<file path="src/rtl/seg_pkg.sv">
// Shared types and default sizing for the character segmentation slice.
package seg_pkg;

   localparam int DEF_CW     = 7;
   localparam int DEF_MIN_W  = 2;
   localparam int DEF_MAX_W  = 24;
   localparam int DEF_QDEPTH = 4;

   typedef enum logic [1:0] {
      IDLE,
      GAP,
      INK,
      DRAIN
   } seg_state_e;

   typedef struct packed {
      logic [DEF_CW-1:0] start;
      logic [DEF_CW-1:0] width;
      logic              split;
   } seg_desc_t;

endpackage

</file>
<file path="src/rtl/char_seg_ctrl_if.sv">
// Segment descriptor handshake between segmenter and recogniser.
interface char_seg_ctrl_if #(
   parameter int CW = seg_pkg::DEF_CW
);
   logic          seg_valid;
   logic          seg_ready;
   logic [CW-1:0] seg_start;
   logic [CW-1:0] seg_width;
   logic          seg_split;

   modport master (
      output seg_valid,
      output seg_start,
      output seg_width,
      output seg_split,
      input  seg_ready
   );

   modport slave (
      input  seg_valid,
      input  seg_start,
      input  seg_width,
      input  seg_split,
      output seg_ready
   );
endinterface

</file>
<file path="src/rtl/seg_fifo.sv">
// First-word-fall-through descriptor queue; caller only pushes when
// there is room (or a pop frees it) and only pops when non-empty.
module seg_fifo
   import seg_pkg::*;
#(
   parameter int QDEPTH = DEF_QDEPTH
) (
   input  logic      clk,
   input  logic      reset,
   input  logic      push,
   input  seg_desc_t din,
   input  logic      pop,
   output seg_desc_t dout,
   output logic      full,
   output logic      empty
);
   localparam int AW = $clog2(QDEPTH);

   seg_desc_t     mem_q [QDEPTH];
   seg_desc_t     mem_d [QDEPTH];
   logic [AW-1:0] wr_q, wr_d;
   logic [AW-1:0] rd_q, rd_d;
   logic [AW:0]   cnt_q, cnt_d;

   always_comb begin
      mem_d = mem_q;
      wr_d  = wr_q;
      rd_d  = rd_q;
      cnt_d = cnt_q;
      if (push) begin
         mem_d[wr_q] = din;
         wr_d        = wr_q + AW'(1);
      end
      if (pop) begin
         rd_d = rd_q + AW'(1);
      end
      unique case ({push, pop})
         2'b10:   cnt_d = cnt_q + (AW+1)'(1);
         2'b01:   cnt_d = cnt_q - (AW+1)'(1);
         default: cnt_d = cnt_q;
      endcase
   end

   always_ff @(posedge clk or posedge reset) begin
      if (reset) begin
         mem_q <= '{default: '0};
         wr_q  <= '0;
         rd_q  <= '0;
         cnt_q <= '0;
      end else begin
         mem_q <= mem_d;
         wr_q  <= wr_d;
         rd_q  <= rd_d;
         cnt_q <= cnt_d;
      end
   end

   assign dout  = mem_q[rd_q];
   assign full  = (cnt_q == (AW+1)'(QDEPTH));
   assign empty = (cnt_q == '0);

endmodule

</file>
<file path="src/rtl/char_seg_ctrl.sv">
// Column-scan segmenter: finds ink runs in a text line and queues
// (start, width) windows for the per-character recogniser.
module char_seg_ctrl
   import seg_pkg::*;
#(
   parameter int CW     = DEF_CW,
   parameter int MIN_W  = DEF_MIN_W,
   parameter int MAX_W  = DEF_MAX_W,
   parameter int QDEPTH = DEF_QDEPTH
) (
   input  logic            clk,
   input  logic            reset,
   input  logic            line_start,
   input  logic            col_valid,
   input  logic            col_ink,
   input  logic            line_end,
   char_seg_ctrl_if.master seg,
   output logic [CW-1:0]   char_count,
   output logic            busy,
   output logic            overflow
);
   seg_state_e    state_q, state_d;
   logic [CW-1:0] col_cnt_q, col_cnt_d;
   logic [CW-1:0] start_q, start_d;
   logic [CW-1:0] count_q, count_d;
   logic          ovf_q, ovf_d;
   logic          busy_q;

   logic [CW-1:0] col_inc;
   logic [CW-1:0] close_w;
   logic [CW-1:0] run_w;
   logic          close;
   logic          push_req;
   logic          push_ok;
   logic          pop;
   seg_desc_t     push_desc;
   seg_desc_t     head;
   logic          fifo_full;
   logic          fifo_empty;

   assign col_inc = (col_cnt_q == '1) ? col_cnt_q : col_cnt_q + CW'(1);
   assign close_w = col_cnt_q - start_q;
   // width the run reaches once the current ink column is counted
   assign run_w   = col_cnt_q - start_q + CW'(1);
   assign pop     = seg.seg_valid && seg.seg_ready;

   always_comb begin
      state_d   = state_q;
      col_cnt_d = col_cnt_q;
      start_d   = start_q;
      count_d   = count_q;
      ovf_d     = ovf_q;
      close     = 1'b0;
      push_req  = 1'b0;
      push_desc = '0;
      if (line_start) begin
         state_d   = GAP;
         col_cnt_d = '0;
         count_d   = '0;
         ovf_d     = 1'b0;
      end else begin
         unique case (state_q)
            IDLE: state_d = IDLE;
            GAP: begin
               if (line_end) begin
                  state_d = DRAIN;
               end else if (col_valid) begin
                  col_cnt_d = col_inc;
                  if (col_ink) begin
                     start_d = col_cnt_q;
                     state_d = INK;
                  end
               end
            end
            INK: begin
               if (line_end) begin
                  close   = 1'b1;
                  state_d = DRAIN;
               end else if (col_valid) begin
                  col_cnt_d = col_inc;
                  if (!col_ink) begin
                     close   = 1'b1;
                     state_d = GAP;
                  end else if (run_w == CW'(MAX_W)) begin
                     push_req  = 1'b1;
                     push_desc = '{start: start_q,
                                   width: CW'(MAX_W),
                                   split: 1'b1};
                     state_d   = GAP;
                  end
               end
            end
            DRAIN: begin
               if (fifo_empty) state_d = IDLE;
            end
            default: state_d = IDLE;
         endcase
         if (close && close_w >= CW'(MIN_W)) begin
            push_req  = 1'b1;
            push_desc = '{start: start_q,
                          width: close_w,
                          split: 1'b0};
         end
      end
      push_ok = push_req && (!fifo_full || pop);
      if (push_req && !push_ok) ovf_d = 1'b1;
      if (push_ok && count_q != '1) count_d = count_q + CW'(1);
   end

   always_ff @(posedge clk or posedge reset) begin
      if (reset) begin
         state_q   <= IDLE;
         col_cnt_q <= '0;
         start_q   <= '0;
         count_q   <= '0;
         ovf_q     <= 1'b0;
         busy_q    <= 1'b0;
      end else begin
         state_q   <= state_d;
         col_cnt_q <= col_cnt_d;
         start_q   <= start_d;
         count_q   <= count_d;
         ovf_q     <= ovf_d;
         busy_q    <= (state_d != IDLE);
      end
   end

   seg_fifo #(
      .QDEPTH (QDEPTH)
   ) u_fifo (
      .clk   (clk),
      .reset (reset),
      .push  (push_ok),
      .din   (push_desc),
      .pop   (pop),
      .dout  (head),
      .full  (fifo_full),
      .empty (fifo_empty)
   );

   assign seg.seg_valid = !fifo_empty;
   assign seg.seg_start = head.start;
   assign seg.seg_width = head.width;
   assign seg.seg_split = head.split;
   assign char_count    = count_q;
   assign busy          = busy_q;
   assign overflow      = ovf_q;

endmodule

</file>
<file path="src/flat_wrapper.sv">
// flat-port wrapper written by rule: the top's interface ports become plain ports
module char_seg_ctrl_flat import seg_pkg::*;
#(
   parameter int CW     = DEF_CW,
   parameter int MIN_W  = DEF_MIN_W,
   parameter int MAX_W  = DEF_MAX_W,
   parameter int QDEPTH = DEF_QDEPTH
)
  (clk, reset, line_start, col_valid, col_ink, line_end, char_count, busy, overflow, seg_seg_valid, seg_seg_start, seg_seg_width, seg_seg_split, seg_seg_ready);
  char_seg_ctrl_if #(.CW(CW)) seg_i ();
  input  logic clk;
  input  logic reset;
  input  logic line_start;
  input  logic col_valid;
  input  logic col_ink;
  input  logic line_end;
  output logic [CW-1:0] char_count;
  output logic busy;
  output logic overflow;
  output wire logic [$bits(seg_i.seg_valid)-1:0] seg_seg_valid;
  output wire logic [$bits(seg_i.seg_start)-1:0] seg_seg_start;
  output wire logic [$bits(seg_i.seg_width)-1:0] seg_seg_width;
  output wire logic [$bits(seg_i.seg_split)-1:0] seg_seg_split;
  input wire logic [$bits(seg_i.seg_ready)-1:0] seg_seg_ready;
  assign seg_seg_valid = seg_i.seg_valid;
  assign seg_seg_start = seg_i.seg_start;
  assign seg_seg_width = seg_i.seg_width;
  assign seg_seg_split = seg_i.seg_split;
  assign seg_i.seg_ready = seg_seg_ready;
  char_seg_ctrl #(.CW(CW), .MIN_W(MIN_W), .MAX_W(MAX_W), .QDEPTH(QDEPTH)) u_core (.clk(clk), .reset(reset), .line_start(line_start), .col_valid(col_valid), .col_ink(col_ink), .line_end(line_end), .seg(seg_i), .char_count(char_count), .busy(busy), .overflow(overflow));
endmodule
</file>
<file path="config.mk">
export PLATFORM = sky130hd
export DESIGN_NAME = char_seg_ctrl_flat
export DESIGN_NICKNAME = d
export VERILOG_FILES = /design/src/rtl/seg_pkg.sv /design/src/rtl/char_seg_ctrl_if.sv /design/src/rtl/seg_fifo.sv /design/src/rtl/char_seg_ctrl.sv /design/src/flat_wrapper.sv
export SDC_FILE = /design/constraint.sdc
export NUM_CORES = 1
export LEC_CHECK = 0
export ABC_AREA = 1
export BUFFER_PORTS_ARGS = -buffer_cell sky130_fd_sc_hd__buf_4
export CORE_UTILIZATION = 40
export CTS_CLUSTER_SIZE = 12
export DETAILED_ROUTE_END_ITERATION = 16
export SLEW_MARGIN = 0
export SYNTH_ARGS = -nofsm -noshare
export SYNTH_HDL_FRONTEND = slang
export SYNTH_SLANG_ARGS = --single-unit
</file>
<file path="constraint.sdc">
create_clock -name clk -period 5.5 [get_ports clk]
set_input_delay 0 -clock clk [delete_from_list [all_inputs] [get_ports clk]]
set_output_delay 0 -clock clk [all_outputs]
set_load 0.01 [all_outputs]
</file>
Word-level counts from Yosys, hierarchy flattened --
Cells that the tools add are included.
Word-level totals: flip-flop bits (word level) 92, input port bits 7
Cells by class: add/sub/neg operators 8, eq/ne operators 11, magnitude comparators 4, muxes and demuxes 45, reductions and logical operators 21, bitwise logic cells 4
Operators with widths (number):
- 2-to-1 mux 15 bit | 10
- bitwise mux 60 bit | 1
- 2-to-1 mux 7 bit | 7
- binary-select mux 15 bit (select 2 bit) | 1
- demux 15 bit (select 2 bit) | 1
- adder 7 x 1 -> 7 bit, second input constant | 3
- 2-to-1 mux 2 bit | 9
- 2-to-1 mux 1 bit | 14
- nonzero test 2 bit | 6
- one-hot mux 2 bit (4 select lines) | 1
- equality test 7 x 5 -> 1 bit, second input constant | 1
- equality test 7 bit, second input constant | 1
- greater-or-equal comparator 7 x 2 -> 1 bit, second input constant | 1
- inequality test 7 bit, second input constant | 1
- subtractor 7 bit | 1
- equality test 2 bit, second input constant | 3
- greater-or-equal comparator 3 bit, second input constant | 2
- logical AND 1 bit | 6
- inverter 2 -> 3 bit | 2
- one-hot mux 3 bit (2 select lines) | 1
- AND reduction 5 bit | 1
- adder 2 x 1 -> 2 bit, second input constant | 2
- equality test 2 x 1 -> 1 bit, second input constant | 2
- inequality test 2 bit, second input constant | 2
- 11 further kinds | 14

Logic depth before layout (Yosys ltp) --
word-level depth 14, mapped depth 20, mapped depth without buffers 20

Modules after synthesis --
A second synthesis with hierarchy kept.
Unflattened totals: cell total of the unflattened synthesis 623, area total of the unflattened synthesis 5388.9 µm²
Modules (own cells, without submodules):
- seg_fifo | area an instance 3539.6 µm², instances 1, cells each 368, sequential area each 1676.6 µm²
- char_seg_ctrl | area an instance 1849.3 µm², instances 1, cells each 255, sequential area each 625.6 µm²

Worst setup path after synthesis --
No wires, ideal clock.
kind reg-to-reg, from reg u_core.col_cnt_q[0], to reg u_core.u_fifo.cnt_q[2], stages on the path, launching flop included 20, path slack 2.480 ns, data required time 5.369 ns, period minus slack after synthesis 3.020 ns, arrival 2.889 ns, path buffers 0, path through dfrtp_1 inv_1 ha_1 inv_1 fa_1 nand3_1 nand3_1 nand2_1 nand2_1 nor2_1 nand3_1 nand2_1 o21ai_4 nand2_1 ha_1 inv_1 fa_1 a21oi_1 o21ai_0 xor2_1
On the way: word-level cells in the longest chain between the ends 13, elaborated cells between the ends (all ways) 17, those cells by class add/sub: 2; order compare: 1; eq/ne: 3; mux: 8; reduce/logical: 3
RTL lines:
- from (decl) | line char_seg_ctrl.sv:23 | logic [CW-1:0] col_cnt_q, col_cnt_d;
- from (signal assigned) | line char_seg_ctrl.sv:120 | col_cnt_q <= col_cnt_d;
- subtractor 7 bit (*) | line char_seg_ctrl.sv:42, char_seg_ctrl.sv:44
- adder 7 x 1 -> 7 bit | line char_seg_ctrl.sv:44 | assign run_w = col_cnt_q - start_q + CW'(1);
- equality test 7 x 5 -> 1 bit | line char_seg_ctrl.sv:84 | end else if (run_w == CW'(MAX_W)) begin
- 2-to-1 mux 1 bit | line char_seg_ctrl.sv:84
- 2-to-1 mux 1 bit | line char_seg_ctrl.sv:81 | if (!col_ink) begin
- 2-to-1 mux 1 bit | line char_seg_ctrl.sv:79 | end else if (col_valid) begin
- 2-to-1 mux 1 bit | line char_seg_ctrl.sv:76 | if (line_end) begin
- 2-to-1 mux 1 bit | line char_seg_ctrl.sv:62 | unique case (state_q)
- 2-to-1 mux 1 bit (*) | line char_seg_ctrl.sv:98 | if (close && close_w >= CW'(MIN_W)) begin
- 2-to-1 mux 1 bit (*) | line char_seg_ctrl.sv:56 | if (line_start) begin
- logical AND 1 bit (*) | line char_seg_ctrl.sv:105 | push_ok = push_req && (!fifo_full || pop);
- equality test 2 x 1 -> 1 bit / equality test 2 bit (equally long branches) | line seg_fifo.sv:37 | unique case ({push, pop})
- one-hot mux 3 bit (2 select lines) / nonzero test 2 bit (equally long branches)
- to (signal assigned) | line seg_fifo.sv:54 | cnt_q <= cnt_d;
- to (decl) | line seg_fifo.sv:23 | logic [AW:0] cnt_q, cnt_d;
Every way passes the cells marked *; elsewhere a longest branch is shown, timed or not. A chain may end at the register's enable or synchronous reset.

Worst setup path in the final report --
Ends and elaborated chain as after synthesis.

==> metrics.yaml <==
place_congestion: 0.884
synth_cell_type_count: 28
pwr-share-clk: 0.269
fill_cells: 1108
grt_max_degree: 65
crit_fanout: 7
power_switching_mw: 0.796
most-common-layout-cells: "nand2_1, dfrtp_1, o21ai_1"
post-route-period-util: 0.606
antenna_found_initial: 0
die_x_um: 110
post-route-min-period_ns: 3.33
yosys_warnings: 0
status: "complete, no violations"
slew_headroom: 0.349
holdBufCountCts: 2
path_class: "flop to flop"
postCtsSetupBuffers: 0
maxCapViolations: 0
post_cts_resized: 0
fp.dieH_um: 110
seqPwrFrac: 0.379
viasPerCell: 5.11
final_cells: 730
synth_top_area_share: 0.497
fmax_ghz: 0.300
peakVddDrop_mv: 0.192
worstSetupStartpointType: "flop"
tns_ns: 0
track_usage: 0.194
synth_area_leader_cell: "dfrtp_1"
htreeDepth: 3
synth-seq-cells: 92
clock_sinks: 92
cts_root_buf: "clkbuf_16"
clock_skew_ns: 0.00747
synth_area_per_cell_um2: 8.23
cp.required_ns: 5.72
nNetsFinal: 611
cts_buffer_depth: 2
antenna_cells: 0
combPwrFrac: 0.353
area_growth_pct: 13.2
start_util: 0.418
synth_cells: 563
ioPinCount: 32
dp_hpwl_mm: 6.97
power-per-cell-area_nw_per_um2: 417
power.internal_mw: 1.39
vias: 3727
total_leakage_power_nw: 2.48
cts_buffers: 9
crit_arrival_ns: 3.56
p_sw_frac: 0.364
cts_tree: "done"
gr-total-overflow: 0
path_clk_slew_ns: 0.06
drtIter0Drc: 221
dr.pass1.iters: 5
synthTopCellsByArea: "dfrtp_1, nand2_1, o21ai_1, o21ai_0, ha_1"
final_common_cell: "nand2_1"
wl_per_cell_um: 14.4
finalMaxSlewViolations: 0
hp-class: "input pin to flop"
synth-seq-area-share: 0.497
layout-drive-gt1-share: 0.100
rows: 38
fin_util: 0.473
synth_nets: 589
drc: 0
worstMarginPinSlew_ns: 0.976
antenna_left: 0
clk_latency_ns: 0.35
endpoint_kind: "flop"
drt-total-wl_mm: 10.5
hold_viol_final: 0
placedCellCount: 712
die-area_um2: 12000
portBuffers: 31
rsz0062_at_grt: "no"
grt_pass1_vias: 3575
coreArea_um2: 11100
netlist_area_um2: 4630
setup_viol: 0
grt_first_pass_wirelength_mm: 17.6
[cells by family after synthesis]
logic type	Yosys count	synth area share
AOI/OAI and AO/OA	138	0.157
DFF	92	0.497
buffers and inverters	75	0.0656
adders and majority gates	19	0.0545
xor gates and xnor gates	10	0.0189
and+or+nand+nor	229	0.207
[Yosys cell counts]
cell,number
o21ai_0,44
nand2_1,129
nor2_1,54
inv_1,50
nor4_1,1
and3_1,1
a21oi_1,16
nor3_1,4
fa_1,2
or2_2,1
o22ai_1,15
buf_2,12
a211oi_1,1
a32o_1,1
dfrtp_1,92
o21ai_4,1
nand4_1,3
nand3_2,6
clkbuf_1,11
inv_2,1
nor2_2,1
nand3b_1,1
xor2_1,7
ha_1,17
o21ai_1,60
nand3_1,28
buf_6,1
xnor2_1,3
[worst max-delay path, cell delays in order, from the launching register on]
cell and delay [ns]:
dfrtp_1 0.40, inv_1 0.09, ha_1 0.14, inv_1 0.06, fa_1 0.45, nand3_1 0.13, nand3_1 0.12, nand2_1 0.08
nand2_1 0.04, nor2_1 0.08, nand3_1 0.08, nand2_1 0.19, o21ai_4 0.15, nand2_1 0.16, ha_1 0.17, inv_1 0.06
fa_1 0.38, a21oi_1 0.15, o21ai_0 0.11, xor2_1 0.16
[path summary, 6_finish.rpt]
| path | from | endpoint | slack (ns) | cells after the start |
|---|---|---|---|---|
| max | u_core.col_cnt_q[0] | u_core.u_fifo.cnt_q[2] | 2.17 | 19 |
| min | seg_seg_ready | u_core.overflow | 0.05 | 4 |
| max reg2reg | u_core.col_cnt_q[0] | u_core.u_fifo.cnt_q[2] | 2.17 | 19 |
| min reg2reg | u_core.start_q[3] | u_core.start_q[3] | 0.48 | 2 |
| max in group asynchronous | reset | u_core.u_fifo.mem_q[30] | 4.10 | 4 |
| min in group asynchronous | reset | u_core.col_cnt_q[4] | 0.23 | 3 |
[sequential cells by signal, summed over array words and instances, names as in the netlist]
register	cells
u_core.u_fifo.cnt_q	3
u_core.char_count	7
u_core.start_q	7
u_core.state_q	2
u_core.u_fifo.mem_q	60
u_core.busy	1
u_core.u_fifo.rd_q	2
u_core.col_cnt_q	7
u_core.u_fifo.wr_q	2
u_core.overflow	1
[layout make-up]
class                           instances  area (µm²)  area share
Clock buffer                           12         256      0.0489
Clock inverter                          4        23.8     0.00453
Inverter                               51         193      0.0367
Multi-Input combinational cell        396        2030       0.386
Sequential cell                        92        2300       0.439
Tap cell                              140         175      0.0334
Timing Repair Buffer                   35         268      0.0510
[through the flow]
stage          setup slack, ns  cell area (µm²)  power (mW)  hold WS [ns]
6_report                  2.17             5250        2.19        0.0494
2_1_floorplan             2.48             4630        1.34         0.238
3_3_place_gp              2.32             4940        1.60        0.0514
4_1_cts                   2.17             5250        2.22        0.0246
3_5_place_dp              2.20             4940        1.62        0.0592
5_1_grt                   1.75             5250        2.36        0.0424
[power groups by stage]
stage          clock network (mW)  logic, mW  registers, mW
2_1_floorplan                   0      0.528          0.815
6_report                    0.588      0.773          0.829
5_1_grt                     0.632      0.886          0.840
3_3_place_gp                    0      0.764          0.837
3_5_place_dp                    0      0.778          0.840
4_1_cts                     0.607      0.781          0.829
[layer usage]
layer,GRT usage,up-vias,part of all wire
li1,-,1902,-
met1,0.265,1740,0.50
met2,0.297,72,0.43
met3,0.0504,13,0.046
met4,0.0705,0,0.015
met5,0,-,0
(Power assumes the default switching activity.)
